[src/rtl/uart_tx_queue.sv]
// uart_tx_queue: byte FIFO feeding the uart core's transmit data register.
// Bytes are pushed at any rate. The FSM writes them one at a time through the
// core's CSR port and waits for tx_irq before it issues the next byte.
// Optional feature: define UART_TXQ_TIMEOUT_EN to add a WAIT watchdog and the
// sticky timeout output.
//
//   state   | meaning
//   --------+------------------------------------------------------------
//   S_IDLE  | nothing in flight; dequeue the head byte when the queue is not empty
//   S_ISSUE | csr_we strobe to the core for one cycle
//   S_WAIT  | byte in flight; wait for tx_irq (or the watchdog when enabled)
module uart_tx_queue #(
    parameter int DEPTH          = 16,
    parameter int AW             = 4,
    parameter int TIMEOUT_CYCLES = 50000
) (
    input  logic          sys_clk,
    input  logic          sys_rst_n,
    input  logic          wr_en,
    input  logic [7:0]    wr_data,
    output logic          full,
    output logic          empty,
    output logic [AW:0]   count,
    output logic          overflow,
    input  logic          clr_overflow,
    output logic          busy,
    output logic [13:0]   csr_a,
    output logic          csr_we,
    output logic [31:0]   csr_di,
    input  logic          tx_irq
`ifdef UART_TXQ_TIMEOUT_EN
    ,
    output logic          timeout
`endif
);

    // Catch inconsistent parameter sets at elaboration
    if (DEPTH < 2 || DEPTH != (1 << AW)) begin : g_bad_depth
        $error("uart_tx_queue: DEPTH must be a power of two >= 2 and equal 2**AW");
    end
    if (TIMEOUT_CYCLES < 1) begin : g_bad_timeout
        $error("uart_tx_queue: TIMEOUT_CYCLES must be at least 1");
    end

    typedef enum logic [1:0] {S_IDLE, S_ISSUE, S_WAIT} state_t;

    localparam logic [AW:0] DEPTH_C = DEPTH[AW:0];

    logic [7:0]    mem [DEPTH];
    logic [AW-1:0] wr_ptr, rd_ptr;
    logic [AW:0]   count_q, count_nxt;
    logic          full_q, empty_q, overflow_q;
    logic [7:0]    tx_byte;
    state_t        state_q, state_nxt;
    logic          push, pop;

    // full is taken from the registered count, so a pop in the same cycle
    // does not rescue a push into a full queue
    assign push = wr_en & ~full_q;

`ifdef UART_TXQ_TIMEOUT_EN
    localparam int TW = (TIMEOUT_CYCLES > 1) ? $clog2(TIMEOUT_CYCLES) : 1;
    localparam logic [TW-1:0] TMO_LOAD = TW'(TIMEOUT_CYCLES - 1);

    logic [TW-1:0] wait_cnt;
    logic          tmo_hit;
    logic          timeout_q;
`endif

    // Next-state logic; the dequeue happens on the IDLE -> ISSUE transition
    always_comb begin
        state_nxt = state_q;
        pop       = 1'b0;
`ifdef UART_TXQ_TIMEOUT_EN
        tmo_hit   = 1'b0;
`endif
        case (state_q)
            S_IDLE: begin
                if (!empty_q) begin
                    pop       = 1'b1;
                    state_nxt = S_ISSUE;
                end
            end
            S_ISSUE: state_nxt = S_WAIT;
            S_WAIT: begin
                if (tx_irq) begin
                    state_nxt = S_IDLE;
                end
`ifdef UART_TXQ_TIMEOUT_EN
                else if (wait_cnt == '0) begin
                    tmo_hit   = 1'b1;
                    state_nxt = S_IDLE;
                end
`endif
            end
            default: state_nxt = S_IDLE;
        endcase
    end

    // Occupancy after this edge
    always_comb begin
        count_nxt = count_q;
        if (push && !pop) begin
            count_nxt = count_q + 1'b1;
        end else if (!push && pop) begin
            count_nxt = count_q - 1'b1;
        end
    end

    // Storage array; no reset because it holds only data and is gated by count
    always_ff @(posedge sys_clk) begin
        if (push) begin
            mem[wr_ptr] <= wr_data;
        end
    end

    // Pointers, count, registered flags and the sticky overflow flag
    always_ff @(posedge sys_clk or negedge sys_rst_n) begin
        if (!sys_rst_n) begin
            wr_ptr     <= '0;
            rd_ptr     <= '0;
            count_q    <= '0;
            full_q     <= 1'b0;
            empty_q    <= 1'b1;
            overflow_q <= 1'b0;
        end else begin
            if (push) wr_ptr <= wr_ptr + 1'b1;
            if (pop)  rd_ptr <= rd_ptr + 1'b1;
            count_q <= count_nxt;
            full_q  <= (count_nxt == DEPTH_C);
            empty_q <= (count_nxt == '0);
            if (clr_overflow) begin
                overflow_q <= 1'b0;
            end else if (wr_en && full_q) begin
                overflow_q <= 1'b1;
            end
        end
    end

    // State register and the byte being sent
    always_ff @(posedge sys_clk or negedge sys_rst_n) begin
        if (!sys_rst_n) begin
            state_q <= S_IDLE;
            tx_byte <= '0;
        end else begin
            state_q <= state_nxt;
            if (pop) begin
                tx_byte <= mem[rd_ptr];
            end
        end
    end

`ifdef UART_TXQ_TIMEOUT_EN
    // WAIT watchdog: loaded while in ISSUE, counts down to terminal count in WAIT
    always_ff @(posedge sys_clk or negedge sys_rst_n) begin
        if (!sys_rst_n) begin
            wait_cnt <= '0;
        end else if (state_q == S_ISSUE) begin
            wait_cnt <= TMO_LOAD;
        end else if (state_q == S_WAIT && wait_cnt != '0) begin
            wait_cnt <= wait_cnt - 1'b1;
        end
    end

    // Sticky timeout flag, cleared together with overflow
    always_ff @(posedge sys_clk or negedge sys_rst_n) begin
        if (!sys_rst_n) begin
            timeout_q <= 1'b0;
        end else if (clr_overflow) begin
            timeout_q <= 1'b0;
        end else if (tmo_hit) begin
            timeout_q <= 1'b1;
        end
    end

    assign timeout = timeout_q;
`endif

    assign full     = full_q;
    assign empty    = empty_q;
    assign count    = count_q;
    assign overflow = overflow_q;
    assign busy     = (state_q != S_IDLE);
    assign csr_a    = '0;
    assign csr_we   = (state_q == S_ISSUE);
    assign csr_di   = {24'h0, tx_byte};

endmodule

[config.mk]
export PLATFORM = sky130hd
export DESIGN_NAME = uart_tx_queue
export DESIGN_NICKNAME = d
export VERILOG_FILES = /design/src/rtl/uart_tx_queue.sv
export SDC_FILE = /design/constraint.sdc
export NUM_CORES = 1
export LEC_CHECK = 0
export ABC_AREA = 1
export BUFFER_PORTS_ARGS = -buffer_cell sky130_fd_sc_hd__buf_4
export CORE_ASPECT_RATIO = 1.75
export CORE_MARGIN = 4
export CORE_UTILIZATION = 59
export CTS_CLUSTER_SIZE = 28
export DETAILED_ROUTE_END_ITERATION = 8
export PLACE_DENSITY = 0.8
export SLEW_MARGIN = 20
export SYNTH_ARGS = -nofsm -noshare
export SYNTH_HDL_FRONTEND = slang
export SYNTH_SLANG_ARGS = --single-unit
[constraint.sdc]
create_clock -name sys_clk -period 2.3 [get_ports sys_clk]
set_clock_uncertainty 0.1 [all_clocks]
set_input_delay 0.69 -clock sys_clk [delete_from_list [all_inputs] [get_ports sys_clk]]
set_output_delay 0.69 -clock sys_clk [all_outputs]
set_load 0.01 [all_outputs]
Word-level counts from Yosys, hierarchy flattened
Memory sizes are Yosys's and may differ from the RTL's. A register that Yosys moved wholly into a read port is not among the register bits.
Index checks and enable logic that the tools add are counted.
- $add $sub $neg: 4
- multiply operators: 0
- divide/modulo/power cells: 0
- magnitude comparators: 0
- eq/ne operators: 5
- shift operators: 0
- mux-type cells: 11
- bitwise logic cells: 2
- reduce and logical (&&, ||, !) cells: 11
- operator list (cell ; number):
    two-way mux 5 bit ; 2
    adder 4 x 1 -> 4 bit (second input constant) ; 2
    two-way mux 1 bit ; 6
    one-hot mux 2 bit (3 select lines) ; 1
    adder 5 x 1 -> 5 bit (second input constant) ; 1
    == test 5 bit (second input constant) ; 1
    zero test 5 bit ; 1
    subtractor 5 x 1 -> 5 bit (second input constant) ; 1
    two-way mux 2 bit ; 2
    != test 2 bit (second input constant) ; 2
    nonzero test 2 bit ; 2
    logical AND 1 bit ; 3
    zero test 1 bit ; 3
    == test 2 x 1 -> 1 bit (second input constant) ; 1
    == test 2 bit (second input constant) ; 1
    zero test 2 bit ; 1
    AND reduction 2 bit ; 1
    AND 1 bit ; 1
    NOT 1 bit ; 1
- bits in registers: 18
- bits in latches: 0
- bits in writable memories: 128
- ROM bits: 0
- input port bits: 13
- logic and storage cells: 41
- memories: 1
- memory list (name ; depth ; width ; read ports ; clocked after memory_dff ; write ports ; RTL line ; text):
    mem ; 16 ; 8 ; 1 ; 1 ; 1 ; 49 ; logic [7:0] mem [DEPTH];

Depth between registers and ports, before layout
Gate-level depths: netlist (run 1).
- word-level depth: 7
- gate-level depth with buffers: 11

Worst setup path after synthesis (run 1)
No wires, ideal clock.
- kind: in2reg
- start point: input port wr_en
- end point: memory mem[11][0], enable pin
- library setup time: 0.370 ns
- arrival time: 1.449 ns
- data required time: 1.830 ns
- path slack: 0.381 ns
- cell stages on the path: 5
- path buffers: 1
- cell sequence: nand2_4 -> inv_4 -> buf_6 -> nand2_1 -> nor2_1
- longest elaborated chain between the ends: 3
- ends and longest elaborated chain (element ; RTL line ; text):
    from (decl) ; 19 ; input logic wr_en,
    AND 1 bit ; 59 ; assign push = wr_en & ~full_q;
    two-way mux 1 bit ; 112 ; if (push) begin
    two-way mux 1 bit (implied by the code) ; 113 ; mem[wr_ptr] <= wr_data;
    to (decl) ; 49 ;
Every way passes these cells.

Final worst setup path (run 1)
- start point: register state_q[0]
- end point: output port busy
- longest elaborated chain between the ends: 1
- ends and longest elaborated chain (element ; RTL line ; text):
    from (decl) ; 54 ; state_t state_q, state_nxt;
    from (signal assigned) ; 146 ; state_q <= state_nxt;
    nonzero test 2 bit ; 183 ; assign busy = (state_q != S_IDLE);
    to (decl) ; 26 ; output logic busy,
Every way passes these cells.

==> results.md, run 1 <==
- Worst-Margin Slew: about 0.57 ns
- Layout area overhead: 12.7%
- Leak: slightly above 3 nW
- Clk Latency, worst-skew pair: between 0.4 and 0.5 ns
- CP arrival: roughly 1.3 ns
- Die Area: between 10000 and 15000 um2
- Slew Limit Headroom: about three fifths
- Hold Fails Final Rpt: 0
- Die Y: between 100 and 150 um
- DRT Pass-1 Iters: 6
- PnR worst setup slack: roughly 0.26 ns
- Total Wirelength: roughly 16 mm
- Placed instance area: 7000 um2
- Pre-CTS WS: around 0.28 ns
- Initial antenna violation count: 0
- Via density per instance: slightly below 6
- Starting DRT DRC Count: roughly 420
- Peak VDD IR: 0.943 mV
- Initial Utilization: between 60% and 70%
- CTS tree: built
- Max FO, Critical Path: 5
- Layout Cells excl Fill: roughly 800
- Proportion of layout cells with a drive suffix above 1: between 15 and 20%
- CTS Buffer Depth: 2
- Period utilization: between 80 and 90%
- Max Fclk: a little under 0.5 GHz
- R2r startpoint: rd_ptr[1]
- Hold slack: ~0.081 ns
- Reg2Reg Depth: 6
- GPL Wtd Cong: 0.929
- Max-cap violations: 0
- Post-synth cell types: 30
- CTS H-tree lvls: 4
- Routed length per instance: roughly 20 um
- CP max stage delay: 0.44 ns
- Setup-failing EPs final: 0
- Ant. Diodes: 0
- Most frequent cells in the layout: nand2_1, edfxtp_1, nand3_1
- Crit. End Element: output port
- IO buf count: 30
- Pwr/cell area: between 1000 and 1500 nW/um2
- Core Area: roughly 11000 um2
- Final min period: between 2 and 2.5 ns
- Hold Path Class: in2async
- Design area: 7600 um2
- Post-Syn Area: around 6700 um2
- Seq/Total Area, Yosys: between 60% and 70%
- Largest net degree at the start of global routing: 42
- DPL Wire Length: roughly 11 mm
- Nets@finish: 672
- Setup crit start kind: flip-flop
- R2R setup slack: approximately 0.35 ns
- CP Cell Sequence: nor2_4, inv_1, buf_4
- Status: finished, final reports clean
- Fin. max-slew vios: 0
- Post-CTS setup buffer count: 0
- #FFs+latches synth: between 150 and 200
- Drt drc: 0
- ANT nets after route: 0
- Placed instance count: approximately 770
- GRT Total Usage: a little over a quarter
- Critical path type: reg2out
- CTS buffer count: 17
- Post-CTS Hold Fix Bufs: 0
- Die width: just under 90 um
- DR vias: approximately 4600
- I/O pins: approximately 70
- RSZ-0062 raised after global routing: false
- Clk pin slew, worst setup/hold paths: about 0.06 ns
- Worst path required time: roughly 1.5 ns
- Synthesis Warnings: 0
- Commonest non-fill, non-tap cell in the layout: nand2_1
- Num Clock Sinks: approximately 150
- TNS Setup: 0 ns
- Post-CTS resize count: 0
- R2R Path End: tx_byte[1]
- Crit path max-delay cell type: dfrtp_1
- Post-Synthesis Cells: around 610
- Filler Cells Inserted: between 700 and 800
- CTS root buf: clkbuf_16
- Number of global-route vias before repair: between 4000 and 5000
- Post-Syn Area per Cell: ~11 um2
- First-pass GRT wire length: 24.5 mm
- Aggregate global routing overflow: 0
- Num rows: just over 50
## flip-flops by register name (all words and copies together), names as in the netlist
name and count:
count 5, empty 1, full 1, mem 128, overflow 1, rd_ptr 4, state_q 2, tx_byte 8
wr_ptr 4
## cell usage after synthesis, drive strengths merged
cell type / number / share of area, %
a21oi: 17 / 1.3
conb: 1 / 0.056
clkinv: 2 / 0.11
o21ai: 4 / 0.41
inv: 17 / 0.98
nor3: 1 / 0.074
nand2: 186 / 11
xor2: 8 / 1.0
nand4: 3 / 0.28
clkbuf: 4 / 0.22
nand3: 106 / 7.9
buf: 62 / 6.5
nor2: 34 / 2.2
o21a: 1 / 0.11
edfxtp: 128 / 57
ha: 7 / 1.3
dfrtp: 25 / 9.3
nand3b: 1 / 0.11
dfstp: 1 / 0.39
## cells by family after synthesis
family                     count (synthesis)  synth area share [%]
AOI/OAI and AO/OA                         22                  1.78
other                                      1                0.0556
xor gates and xnor gates                   8                  1.04
DFF                                      154                  66.7
buffers and inverters                     85                  7.80
adders and majority gates                  7                  1.30
and+or+nand+nor                          331                  21.3
## stage by stage
step                power [mW]  utilization, %
floorplan                 6.29               -
global placement          7.22            62.7
detailed placement        7.36            62.7
CTS                       10.2            68.0
global route              10.7            68.0
finish                    10.2            68.0
## routing by layer
layer | share of wire [%] | global-route usage (%)
met2 | 55 | 45.6
met1 | 31 | 27.2
met3 | 7.4 | 5.42
met4 | 6.8 | 17.9
met5 | 0 | 0
## power breakdown
part | switching, mW | internal (mW) | leakage, nW
Combinational | 2.51 | 1.13 | 1.33
Clock | 1.08 | 1.71 | 0.293
Sequential | 0.292 | 3.50 | 1.46
Total | 3.89 | 6.33 | 3.08
## worst max-delay path, delay by kind of cell (launching register included)
kind,cells,cell delay [ns]
DFF,1,0.44
buffers and inverters,2,0.20
and+or+nand+nor,1,0.18
## final cells by class
type,instances,area [um2],area share [%]
flip-flops and latches,154,4500,59.2
repair buffers,54,405,5.34
clock buffers,17,425,5.60
well taps,132,165,2.17
inverters,19,73.8,0.972
multi-input cells,406,1860,24.5
clock inverters,15,173,2.27
## how the worst max path moves through the flow
stage	startpoint	end	cells after the start
3_3_place_gp	wr_en	mem[0][1]	6
3_5_place_dp	wr_en	mem[0][1]	6
4_1_cts	state_q[1]	busy	3
5_1_grt	state_q[0]	busy	3
6_report	state_q[0]	busy	3
2_1_floorplan	wr_en	mem[11][0]	5
(Power assumes the default switching activity.)
==> run 2: changes to the inputs <==
Settings changed: BUFFER_PORTS_ARGS -buffer_cell sky130_fd_sc_hd__buf_4 to -buffer_cell sky130_fd_sc_hd__buf_2.
==> results.md, run 2 (synthesis gave the netlist of run 1 again) <==
- Post-CTS resize count: 0
- Crit path max-delay cell type: dfrtp_1
- GRT Total Usage: between 20% and 30%
- Hold Fails Final Rpt: 0
- CTS H-tree lvls: 4
- Max Fclk: approximately 0.5 GHz
- CP max stage delay: around 0.42 ns
- CTS tree: built
- Status: finished, final reports clean
- CP Cell Sequence: nor2_4, inv_1, buf_2
- Critical path's top delay family: flip-flops
- Core Area: approximately 11000 um2
- Leak: approximately 3.1 nW
- Num rows: slightly above 50
- Worst path required time: 1.51 ns
- Clk pin slew, worst setup/hold paths: ~0.06 ns
- RSZ-0062 raised after global routing: false
- Logic gate share of total power: 34.4%
- Hold slack: between 0.15 and 0.2 ns
- Internal Dissipation: 6.37 mW
- IO buf count: 30
- DPL Wire Length: about 10 mm
- Hold Path Class: in2async
- ANT nets after route: 0
- Proportion of layout cells with a drive suffix above 1: between 10% and 20%
- Via density per instance: 5.62
- Max FO, Critical Path: 5
- Layout area overhead: 11.9%
- DRT Pass-1 Iters: 6
- Clock network fraction of design power: between 20% and 30%
- Max reg flops: 128
- Crit path depth: 3
- Commonest non-fill, non-tap cell in the layout: nand2_1
- Die Y: 149 um
- Pwr/cell area: ~1300 nW/um2
- Post-CTS Hold Fix Bufs: 0
- CTS buffer count: 17
- Die Area: between 10000 and 15000 um2
- Setup-failing EPs final: 0
- Ant. Diodes: 0
- PnR worst setup slack: 0.299 ns
- Clk Latency, worst-skew pair: between 0.4 and 0.5 ns
- CP arrival: 1.21 ns
- DR vias: ~4500
- Reg2Reg Depth: 6
- Routed length per instance: about 19 um
- Switch share: 37.4%
- Buf/Inv on CP: 2
- Number of global-route vias before repair: between 4000 and 5000
- Power share of the sequential group: 37.1%
- Setup crit start kind: flip-flop
- Initial Utilization: between 60% and 70%
- First-pass GRT wire length: approximately 23 mm
- TNS Setup: 0 ns
- Most frequent cells in the layout: nand2_1, edfxtp_1, nand3_1
- Starting DRT DRC Count: between 300 and 400
- Psw: 3.80 mW
- CTS Buffer Depth: 2
- Pre-CTS WS: 0.292 ns
- Fin. max-slew vios: 0
- CTS root buf: clkbuf_16
- Num Clock Sinks: about 150
- Worst-Margin Slew: 0.591 ns
- Nets@finish: around 670
- Total Wirelength: about 15 mm
- Largest net degree at the start of global routing: between 40 and 50
- Post-CTS setup buffer count: 0
- Critical path type: reg2out
- Die width: between 80 and 90 um
- Period utilization: about 87%
- Most flops, register: mem
- Aggregate global routing overflow: 0
- I/O pins: 69
- Layout Cells excl Fill: 796
- Max-cap violations: 0
- GPL Wtd Cong: between 0.9 and 1
- Peak VDD IR: 0.918 mV
- Slew Limit Headroom: between 60% and 70%
- Placed instance count: around 760
- Drt drc: 0
- Crit. End Element: output port
- Initial antenna violation count: 0
- Final min period: 2.00 ns
run 2: final cells by class:
cell class,count,area [um2]
clock inverters,15,201
flip-flops and latches,154,4500
inverters,19,73.8
repair buffers,53,323
multi-input cells,406,1860
fillers,795,3620
clock buffers,17,425
well taps,132,165
run 2: worst paths after layout:
path	from	endpoint	slack [ns]
worst max-delay path	state_q[1]	busy	0.30
worst min register to register	overflow	overflow	0.40
worst max register to register	rd_ptr[1]	tx_byte[3]	0.45
max in group asynchronous	sys_rst_n	rd_ptr[0]	1.51
min in group sys_clk	clr_overflow	overflow	0.31
worst min-delay path	sys_rst_n	tx_byte[7]	0.16
run 2: layer usage:
layer  global-route usage (%)  share of wire, %  vias to the layer above  routed length (um)
li1                         -                 -                     2081                   -
met1                     25.8                33                     2135                5010
met2                     42.9                55                      192                8380
met3                     5.31               5.4                       66                 822
met4                     17.4               6.4                        0                 978
met5                        0                 0                        -                   0
run 2: through the flow:
stage                     utilization (%)  total power, mW  area (um2)
final                                67.6             10.2        7540
after global routing                 67.6             10.7        7540
after CTS                            67.6             10.2        7540
after detailed placement             61.9             7.27        6920
after global placement               61.9             7.17        6920
after floorplan                         -             6.29        6880
run 2: power groups by stage:
stage               Clock (mW)  Combinational [mW]  Sequential (mW)
floorplan                    0                2.49             3.80
detailed placement           0                3.45             3.82
global route              3.05                3.86             3.81
global placement             0                3.36             3.81
CTS                       2.90                3.50             3.77
finish                    2.89                3.50             3.77
